--- config.mk ---
export PLATFORM = sky130hd
export DESIGN_NAME = hf_mode_ctrl
export DESIGN_NICKNAME = d
export VERILOG_FILES = /design/src/rtl/hf_ctrl_pkg.sv /design/src/rtl/hf_spi_rx.sv /design/src/rtl/hf_mode_ctrl.sv
export SDC_FILE = /design/constraint.sdc
export NUM_CORES = 1
export LEC_CHECK = 0
export ABC_AREA = 1
export BUFFER_PORTS_ARGS = -buffer_cell sky130_fd_sc_hd__buf_2
export CAP_MARGIN = 20
export CORE_AREA = 2 2 93 95
export DETAILED_ROUTE_END_ITERATION = 12
export DIE_AREA = 0 0 95 97
export PLACE_DENSITY_LB_ADDON = 0.05
export SLEW_MARGIN = 20
export SYNTH_ARGS = -nofsm -noshare
export SYNTH_HDL_FRONTEND = slang
export SYNTH_SLANG_ARGS = --single-unit
--- constraint.sdc ---
create_clock -name ck_1356meg -period 2.3 [get_ports ck_1356meg]
set_input_delay 0.345 -clock ck_1356meg [delete_from_list [all_inputs] [get_ports ck_1356meg]]
set_output_delay 0.345 -clock ck_1356meg [all_outputs]
set_load 0.05 [all_outputs]
--- src/rtl/hf_ctrl_pkg.sv ---
// Shared constants for the HF mode controller: SPI opcodes, major modes,
// bundle bit positions and the FSM state type.
package hf_ctrl_pkg;

    localparam int CMD_W   = 16;
    localparam int OPC_LSB = 12;

    localparam logic [3:0] CMD_SET_CONFREG  = 4'h1;
    localparam logic [3:0] CMD_TRACE_ENABLE = 4'h2;

    localparam logic [2:0] MODE_READER    = 3'd0;
    localparam logic [2:0] MODE_SIMULATOR = 3'd1;
    localparam logic [2:0] MODE_ISO14443A = 3'd2;
    localparam logic [2:0] MODE_SNIFF     = 3'd3;
    localparam logic [2:0] MODE_ISO18092  = 3'd4;
    localparam logic [2:0] MODE_GET_TRACE = 3'd5;
    localparam logic [2:0] MODE_OFF       = 3'd7;

    localparam int BIT_SSP_CLK   = 0;
    localparam int BIT_SSP_DIN   = 1;
    localparam int BIT_SSP_FRAME = 2;
    localparam int BIT_PWR_OE1   = 3;
    localparam int BIT_PWR_OE2   = 4;
    localparam int BIT_PWR_OE3   = 5;
    localparam int BIT_PWR_OE4   = 6;
    localparam int BIT_PWR_LO    = 7;
    localparam int BIT_PWR_HI    = 8;
    localparam int BIT_ADC_CLK   = 9;
    localparam int BIT_DEBUG     = 10;

    typedef enum logic [0:0] {
        ST_RUN   = 1'b0,
        ST_BLANK = 1'b1
    } hf_state_t;

endpackage

--- src/rtl/hf_spi_rx.sv ---
// SPI command receiver sampled in the ck_1356meg domain: synchronisers,
// MSB-first shifter, saturating bit counter and frame-valid/error strobes.
module hf_spi_rx
    import hf_ctrl_pkg::*;
(
    input  logic             ck_1356meg,
    input  logic             nrst,
    input  logic             spck,
    input  logic             mosi,
    input  logic             ncs,
    output logic [CMD_W-1:0] cmd,
    output logic             cmd_valid,
    output logic             frame_err
);

    localparam logic [4:0] BIT_CNT_FULL = 5'd16;
    localparam logic [4:0] BIT_CNT_MAX  = 5'd17;

    logic [2:0]       spck_sync;
    logic [2:0]       ncs_sync;
    logic [1:0]       mosi_sync;
    logic [CMD_W-1:0] shreg;
    logic [4:0]       bit_cnt;
    logic             spck_rise;
    logic             ncs_rise;
    logic             ncs_active;

    // ncs chain resets high so reset release never looks like a frame end
    always_ff @(posedge ck_1356meg or negedge nrst) begin
        if (!nrst) begin
            spck_sync <= '0;
            ncs_sync  <= '1;
            mosi_sync <= '0;
        end else begin
            spck_sync <= {spck_sync[1:0], spck};
            ncs_sync  <= {ncs_sync[1:0], ncs};
            mosi_sync <= {mosi_sync[0], mosi};
        end
    end

    assign spck_rise  = spck_sync[1] & ~spck_sync[2];
    assign ncs_rise   = ncs_sync[1] & ~ncs_sync[2];
    assign ncs_active = ~ncs_sync[1];

    always_ff @(posedge ck_1356meg or negedge nrst) begin
        if (!nrst) begin
            shreg     <= '0;
            bit_cnt   <= '0;
            cmd       <= '0;
            cmd_valid <= 1'b0;
            frame_err <= 1'b0;
        end else begin
            cmd_valid <= 1'b0;
            frame_err <= 1'b0;
            if (ncs_rise) begin
                bit_cnt <= '0;
                if (bit_cnt == BIT_CNT_FULL) begin
                    cmd       <= shreg;
                    cmd_valid <= 1'b1;
                end else begin
                    frame_err <= 1'b1;
                end
            end else if (ncs_active && spck_rise) begin
                shreg <= {shreg[CMD_W-2:0], mosi_sync[1]};
                if (bit_cnt != BIT_CNT_MAX) begin
                    bit_cnt <= bit_cnt + 5'd1;
                end
            end
        end
    end

endmodule

--- src/rtl/hf_mode_ctrl.sv ---
// HF top-level control: decodes SPI commands into the config word and trace
// enable, and routes the selected mode bundle to the pins with a guarded blank.
//
// state    | meaning
// ST_RUN   | active major mode drives out_bus; same-major updates apply at once
// ST_BLANK | out_bus idle while guard counter runs; pending config lands at terminal count
module hf_mode_ctrl
    import hf_ctrl_pkg::*;
#(
    parameter int               NUM_MODES    = 8,
    parameter int               OUT_W        = 11,
    parameter int               CONF_W       = 9,
    parameter int               MODE_LSB     = 6,
    parameter int               GUARD_CYCLES = 4,
    parameter logic [OUT_W-1:0] IDLE_VALUE   = '0,
    parameter logic [2:0]       OFF_MODE     = MODE_OFF
) (
    input  logic                       ck_1356meg,
    input  logic                       nrst,
    input  logic                       spck,
    input  logic                       mosi,
    input  logic                       ncs,
    input  logic [NUM_MODES*OUT_W-1:0] mode_bus,
    output logic [OUT_W-1:0]           out_bus,
    output logic [CONF_W-1:0]          conf_word,
    output logic [2:0]                 major_mode,
    output logic [3:0]                 minor_mode,
    output logic [1:0]                 subcarrier_frequency,
    output logic                       trace_enable,
    output logic                       blanking,
    output logic                       frame_err,
    output logic [7:0]                 err_cnt
);

    localparam int                  GUARD_W    = $clog2(GUARD_CYCLES + 1);
    localparam logic [GUARD_W-1:0]  GUARD_LOAD = GUARD_W'(GUARD_CYCLES);
    localparam logic [GUARD_W-1:0]  GUARD_TC   = GUARD_W'(1);
    localparam logic [CONF_W-1:0]   CONF_RESET = CONF_W'(OFF_MODE) << MODE_LSB;

    logic [CMD_W-1:0]  cmd;
    logic              cmd_valid;
    logic [3:0]        opcode;
    logic [CONF_W-1:0] cmd_conf;
    logic [2:0]        cmd_major;
    logic              set_conf;
    logic              set_trace;
    logic              unused_cmd_bits;

    hf_state_t         state;
    hf_state_t         state_next;
    logic [GUARD_W-1:0] guard_cnt;
    logic              guard_tc;
    logic [CONF_W-1:0] pending_conf;
    logic              load_now;
    logic              load_pend;
    logic              guard_load;
    logic              out_idle;
    logic [OUT_W-1:0]  bundle_sel;

    hf_spi_rx u_spi_rx (
        .ck_1356meg (ck_1356meg),
        .nrst       (nrst),
        .spck       (spck),
        .mosi       (mosi),
        .ncs        (ncs),
        .cmd        (cmd),
        .cmd_valid  (cmd_valid),
        .frame_err  (frame_err)
    );

    assign opcode          = cmd[CMD_W-1:OPC_LSB];
    assign cmd_conf        = cmd[CONF_W-1:0];
    assign cmd_major       = cmd_conf[MODE_LSB+2:MODE_LSB];
    assign set_conf        = cmd_valid && (opcode == CMD_SET_CONFREG);
    assign set_trace       = cmd_valid && (opcode == CMD_TRACE_ENABLE);
    assign unused_cmd_bits = ^cmd[OPC_LSB-1:CONF_W];

    assign major_mode           = conf_word[MODE_LSB+2:MODE_LSB];
    assign minor_mode           = conf_word[3:0];
    assign subcarrier_frequency = conf_word[5:4];
    assign guard_tc             = (guard_cnt == GUARD_TC);

    always_ff @(posedge ck_1356meg or negedge nrst) begin
        if (!nrst) begin
            state <= ST_RUN;
        end else begin
            state <= state_next;
        end
    end

    always_comb begin
        state_next = state;
        case (state)
            ST_RUN: begin
                if (set_conf && (cmd_major != major_mode)) begin
                    state_next = ST_BLANK;
                end
            end
            ST_BLANK: begin
                if (!set_conf && guard_tc) begin
                    state_next = ST_RUN;
                end
            end
            default: state_next = ST_RUN;
        endcase
    end

    // Idle on both the entry and exit clocks so neither the old nor a stale bundle leaks out
    always_comb begin
        blanking   = (state == ST_BLANK);
        load_now   = (state == ST_RUN) && set_conf && (cmd_major == major_mode);
        load_pend  = (state == ST_BLANK) && !set_conf && guard_tc;
        guard_load = set_conf && (state_next == ST_BLANK);
        out_idle   = (state == ST_BLANK) || (state_next == ST_BLANK);
    end

    always_ff @(posedge ck_1356meg or negedge nrst) begin
        if (!nrst) begin
            conf_word    <= CONF_RESET;
            pending_conf <= CONF_RESET;
            guard_cnt    <= '0;
        end else begin
            if (load_now) begin
                conf_word <= cmd_conf;
            end else if (load_pend) begin
                conf_word <= pending_conf;
            end
            if (guard_load) begin
                pending_conf <= cmd_conf;
                guard_cnt    <= GUARD_LOAD;
            end else if ((state == ST_BLANK) && (guard_cnt != '0)) begin
                guard_cnt <= guard_cnt - GUARD_TC;
            end
        end
    end

    always_ff @(posedge ck_1356meg or negedge nrst) begin
        if (!nrst) begin
            trace_enable <= 1'b0;
            err_cnt      <= '0;
        end else begin
            if (set_trace) begin
                trace_enable <= cmd[0];
            end
            if (frame_err && (err_cnt != 8'hFF)) begin
                err_cnt <= err_cnt + 8'd1;
            end
        end
    end

    always_comb begin
        bundle_sel = IDLE_VALUE;
        for (int k = 0; k < NUM_MODES; k++) begin
            if (int'(major_mode) == k) begin
                bundle_sel = mode_bus[k*OUT_W +: OUT_W];
            end
        end
    end

    always_ff @(posedge ck_1356meg or negedge nrst) begin
        if (!nrst) begin
            out_bus <= IDLE_VALUE;
        end else begin
            out_bus <= out_idle ? IDLE_VALUE : bundle_sel;
        end
    end

endmodule

Word level (Yosys, flattened, before mapping)
Cells that the tools add are included.
- output and inout bits: 40
- register bits: 89
- input bits: 93
- word-level logic and storage cells: 86
- mux-type cells: 23
- bitwise gates (word level): 7
- equality and inequality tests: 15
- reduce and logical (&&, ||, !) cells: 23
- $add $sub $neg: 3
- operator list (cell ; number):
    $mux 11 ; 9
    $mux 9 ; 2
    $mux 5 ; 3
    $eq 3x3->1 const B ; 4
    $logic_and 1x1->1 ; 12
    $add 8x1->8 const B ; 1
    $ne 8x8->1 const B ; 1
    $reduce_bool 2->1 ; 4
    $eq 3x1->1 const B ; 2
    $eq 3x2->1 const B ; 2
    $mux 1 ; 6
    $mux 3 ; 2
    $reduce_and 2->1 ; 3
    $add 5x1->5 const B ; 1
    $eq 5x5->1 const B ; 1
    $ne 5x5->1 const B ; 1
    $not 1->1 ; 5
    $eq 4x1->1 const B ; 1
    $eq 4x2->1 const B ; 1
    $eq 3x3->1 ; 1
    $logic_not 3->1 ; 1
    $ne 3x3->1 ; 1
    $reduce_bool 3->1 ; 1
    $sub 3x1->3 const B ; 1
    4 further kinds ; 5

Depth between registers and ports, before layout
- word-level depth: 10
- depth in mapped cells: 11
- gate-level depth less buffers: 9

By module
From an unflattened synthesis, not the netlist that was laid out.
- cell total of the unflattened synthesis: 572
- area total of the unflattened synthesis: 4616.9 um^2
- by module, submodules not included (module ; cells each ; area an instance (um^2) ; sequential area each (um^2) ; instances):
    hf_mode_ctrl ; 392 ; 2723.9 ; 1058.5 ; 1
    hf_spi_rx ; 180 ; 1893.1 ; 1179.9 ; 1

Worst setup path before layout
Ideal clock, no wire load.
- path type: flip-flop to flip-flop
- start: reg err_cnt[1]
- end: reg err_cnt[2]
- setup time: 0.143 ns
- slack: 0.556 ns
- path buffers: 0
- stages on the path, launching flop included: 7
- data required time: 2.157 ns
- clock period less this slack: 1.744 ns
- arrival: 1.601 ns
- cells stage by stage: dfrtp_1 -> ha_1 -> nand3_1 -> o21ai_2 -> inv_1 -> nand2_1 -> xnor2_1
- longest elaborated chain between the ends: 2
- elaborated cells between the ends (all ways): 3
- classes of those cells: add/sub (1); eq/ne (1); reduce/logical (1)
- RTL lines (element ; RTL line ; source):
    start: declaration ; hf_mode_ctrl.sv:32 ; output logic [7:0] err_cnt
    start signal: assignment ; hf_mode_ctrl.sv:146 ; err_cnt <= err_cnt + 8'd1;
    parallel branches: the longest is 2 deep, another holds $add 8x1->8 ; - ;
Several ways; the timed one is not identified.
A chain may end at the register's enable or synchronous reset.

Final worst setup path
- start: reg conf_word[8]
- end: reg out_bus[9]
- longest elaborated chain between the ends: 10
- elaborated cells between the ends (all ways): 22
- classes of those cells: eq/ne (8); mux (11); reduce/logical (3)
- RTL lines (element ; RTL line ; source):
    start: declaration ; hf_mode_ctrl.sv:25 ; output logic [CONF_W-1:0] conf_word,
    start signal: assignment ; hf_mode_ctrl.sv:124 ; conf_word <= cmd_conf;
    start signal: assignment ; hf_mode_ctrl.sv:126 ; conf_word <= pending_conf;
    $logic_not 3->1 ; hf_mode_ctrl.sv:154 ; if (int'(major_mode) == k) begin
    $mux 11 (8 in a row) ; hf_mode_ctrl.sv:154 ;
    $mux 11 * ; hf_mode_ctrl.sv:164 ; out_bus <= out_idle ? IDLE_VALUE : bundle_sel;
    end signal: assignment ; hf_mode_ctrl.sv:164 ;
    end: declaration ; hf_mode_ctrl.sv:24 ; output logic [OUT_W-1:0] out_bus,
Mark *: on every way between the ends. The rest lies on a longest branch, timed or not.

==> results.yml <==
die:
  start_util_pct: 54.87
  rows: 33
  io-pin-count: 133
  core_area_um2: 8134
  dieArea_um2: 9215
  die_h_um: 97
  fp.dieW_um: 95
logic_synthesis:
  synth_nets: 652
  synth_top_cell_by_area: "dfrtp_1"
  ys_seq_elements: 86
  postSynthCellCount: 552
  syn_area_per_cell_um2: 8.085
  synth_seq_area_share_pct: 48.47
  synth_area_um2: 4463
  yosysWarnings: 0
  synth.area.top_cells: "dfrtp_1, nand2_1, nand3_1"
  synth.top_cell.area_share_pct: 43.17
  synthDistinctLibCells: 36
sta:
  tightest_slew_ns: 0.7086
  slew_headroom_pct: 52.50
  clock-skew-final_ns: 0.01342
  period_share_pct: 83.27
  fmax_mhz: 522.2
  rsz0062_at_grt: "false"
  finalMaxSlewViolations: 0
  setup_viol: 0
  final_hold_viol_count: 0
  post-route-min-period_ns: 1.915
  tns_ns: 0
  setup_ws_ns: 0.3849
cts:
  cts_tree: "yes"
  clockRootBuffer: "clkbuf_8"
  clkLatencyLatePin_ns: 0.34
  clock_path_buffers: 2
  cts_sinks: 86
  cts_buffers: 9
  clkTransAtPathRegs_ns: 0.09
  cts_max_level: 3
critical_path:
  endpoint_kind: "register"
  required_ns: 2.58
  critPathSlowestCell: "nor3_2"
  cp_top_family: "simple AND/OR/NAND/NOR gates"
  slowest_delay_ns: 0.63
  cp.arrival_ns: 2.20
  path_cells: "inv_2, nor3_2, a21oi_1, nand4_1, nand2_1, inv_1"
  crit_buf_inv: 2
  path_max_fanout: 39
  critPathKind: "register to register"
  cp-start-kind: "register"
placed_design:
  io_buffers: 132
  pre_cts_ws_ns: 0.4025
  gp_congestion: 0.8533
  place_hpwl_um: 8408
worst_hold_path:
  min_path_type: "input port to register"
power_and_ir_drop:
  ir_drop_uv: 431.7
  power_density_nw_per_um2: 637.1
  leakagePower_nw: 2.807
detailed_routing:
  postRouteWirelength_um: 11170
  wl_met1_um: 4751
  drtIter0Drc: 155
  met3_length_um: 768
  drt_first_pass_iters: 5
  highest_layer: "met4"
  dr_wl_met2_um: 5393
  vias: 4160
  wl_per_cell_um: 14.30
  drc: 0
  vias_per_cell: 5.327
  ant_nets: 0
grt:
  antenna_found_initial: 0
  grt_usage_pct: 24.67
  grt_max_degree: 40
  grt_overflow: 0
  grt_pass1_vias: 3822
  grt_first_pass_wirelength_um: 18010
layout:
  drive_gt1_share_pct: 27.37
  fill_cells: 719
  diodes: 0
  fin_nets: 771
  area.growth.synth_to_final_pct: 20.10
status:
  outcome: "finished clean"
flow_run:
  cap_violations: 0
==> synth_stat cells, drive strengths merged <==
| cell | instances |
|---|---|
| dfstp | 9 |
| buf | 26 |
| dfrtp | 77 |
| xnor2 | 4 |
| o21ai | 37 |
| xor2 | 3 |
| nand4 | 46 |
| nor2 | 66 |
| clkbuf | 11 |
| o21a | 1 |
| mux2 | 2 |
| a21oi | 18 |
| nand3b | 2 |
| nand3 | 59 |
| or3 | 1 |
| nor3 | 7 |
| inv | 60 |
| a31o | 1 |
| clkinv | 2 |
| or2 | 1 |
| a22o | 1 |
| ha | 7 |
| nand2 | 111 |
==> power breakdown <==
group	internal [mW]	switching [mW]	leakage, nW
combinational	0.197	0.410	1.60
sequential	1.63	0.0904	1.11
clock	0.519	0.566	0.0997
total	2.35	1.07	2.81
==> registers in the layout (all words and copies together), names as in the netlist <==
name / count
blanking: 1
u_spi_rx.spck_sync: 3
u_spi_rx.cmd: 13
trace_enable: 1
u_spi_rx.ncs_sync: 3
u_spi_rx.cmd_valid: 1
u_spi_rx.shreg: 16
err_cnt: 8
out_bus: 11
guard_cnt: 3
pending_conf: 9
u_spi_rx.bit_cnt: 5
conf_word: 9
u_spi_rx.mosi_sync: 2
u_spi_rx.frame_err: 1
==> placed cells by master (no fill, tap or decap), drive strengths merged <==
| cell type | instances |
|---|---|
| nand2 | 111 |
| nor3 | 7 |
| a22o | 1 |
| bufinv | 1 |
| or3 | 1 |
| or2 | 1 |
| clkinvlp | 2 |
| clkinv | 3 |
| clkbuf | 9 |
| nand4 | 46 |
| dfstp | 9 |
| xnor2 | 4 |
| o21a | 1 |
| nor2 | 66 |
| inv | 63 |
| mux2 | 2 |
| a21oi | 18 |
| o21ai | 37 |
| xor2 | 3 |
| ha | 7 |
| dlygate4sd3 | 1 |
| nand3b | 2 |
| nand3 | 59 |
| dfrtp | 77 |
| a31o | 1 |
| buf | 144 |
==> routing by layer <==
layer  vias up  track usage, %
li1       2042               -
met4         0           7.469
met1      1945           33.11
met2       152           39.99
met3        21           5.374
met5         -               0
==> layout make-up <==
type,count,area (um2),area share (%)
Sequential cell,86,2163,40.36
Multi-Input combinational cell,367,1844,34.41
Timing Repair Buffer,145,775.7,14.47
Inverter,62,240.2,4.482
Tap cell,105,131.4,2.451
Clock buffer,9,123.9,2.311
Clock inverter,7,81.33,1.517
==> worst paths after layout <==
kind	startpoint	end	depth (start not counted)	slack (ns)
setup reg to reg	conf_word[8]	out_bus[9]	6	0.38
hold reg to reg	u_spi_rx.spck_sync[0]	u_spi_rx.spck_sync[1]	0	0.36
hold / removal	ncs	u_spi_rx.ncs_sync[0]	1	0.09
max in group asynchronous	nrst	conf_word[7]	3	1.18
setup / recovery	conf_word[8]	out_bus[9]	6	0.38
min in group asynchronous	nrst	u_spi_rx.bit_cnt[0]	2	0.49
==> stage by stage <==
step | util [%] | cell area (um2) | power [mW] | hold WS [ns] | instances
after global placement | 63.25 | 5145 | 2.346 | 0.3296 | 764
final | 65.90 | 5360 | 3.415 | 0.09244 | 781
after global routing | 65.90 | 5360 | 3.599 | 0.05550 | 781
after floorplan | - | 4463 | 2.122 | 0.04941 | 552
after CTS | 65.90 | 5360 | 3.452 | 0.07451 | 781
after detailed placement | 63.25 | 5145 | 2.362 | 0.3307 | 764
==> logic make-up (layout without fill, tap and decap cells) <==
logic type | after synthesis | count (layout) | synth area share [%]
and+or+nand+nor | 293 | 293 | 30.67
adders and majority gates | 7 | 7 | 1.962
DFF | 86 | 86 | 48.47
xor gates and xnor gates | 7 | 7 | 1.374
muxes | 2 | 2 | 0.5046
AOI/OAI and AO/OA | 58 | 58 | 6.813
buffers and inverters | 99 | 223 | 10.20
==> repair_timing <==
| item | 4_1_cts | 5_1_grt |
|---|---|---|
| hold endpoints to repair | 31 | 0 |
| buffers inserted | 0 | 0 |
| gates resized for setup | 0 | 0 |
| hold buffers | 1 | 0 |
No activity file was read; power rests on OpenSTA's default activity.
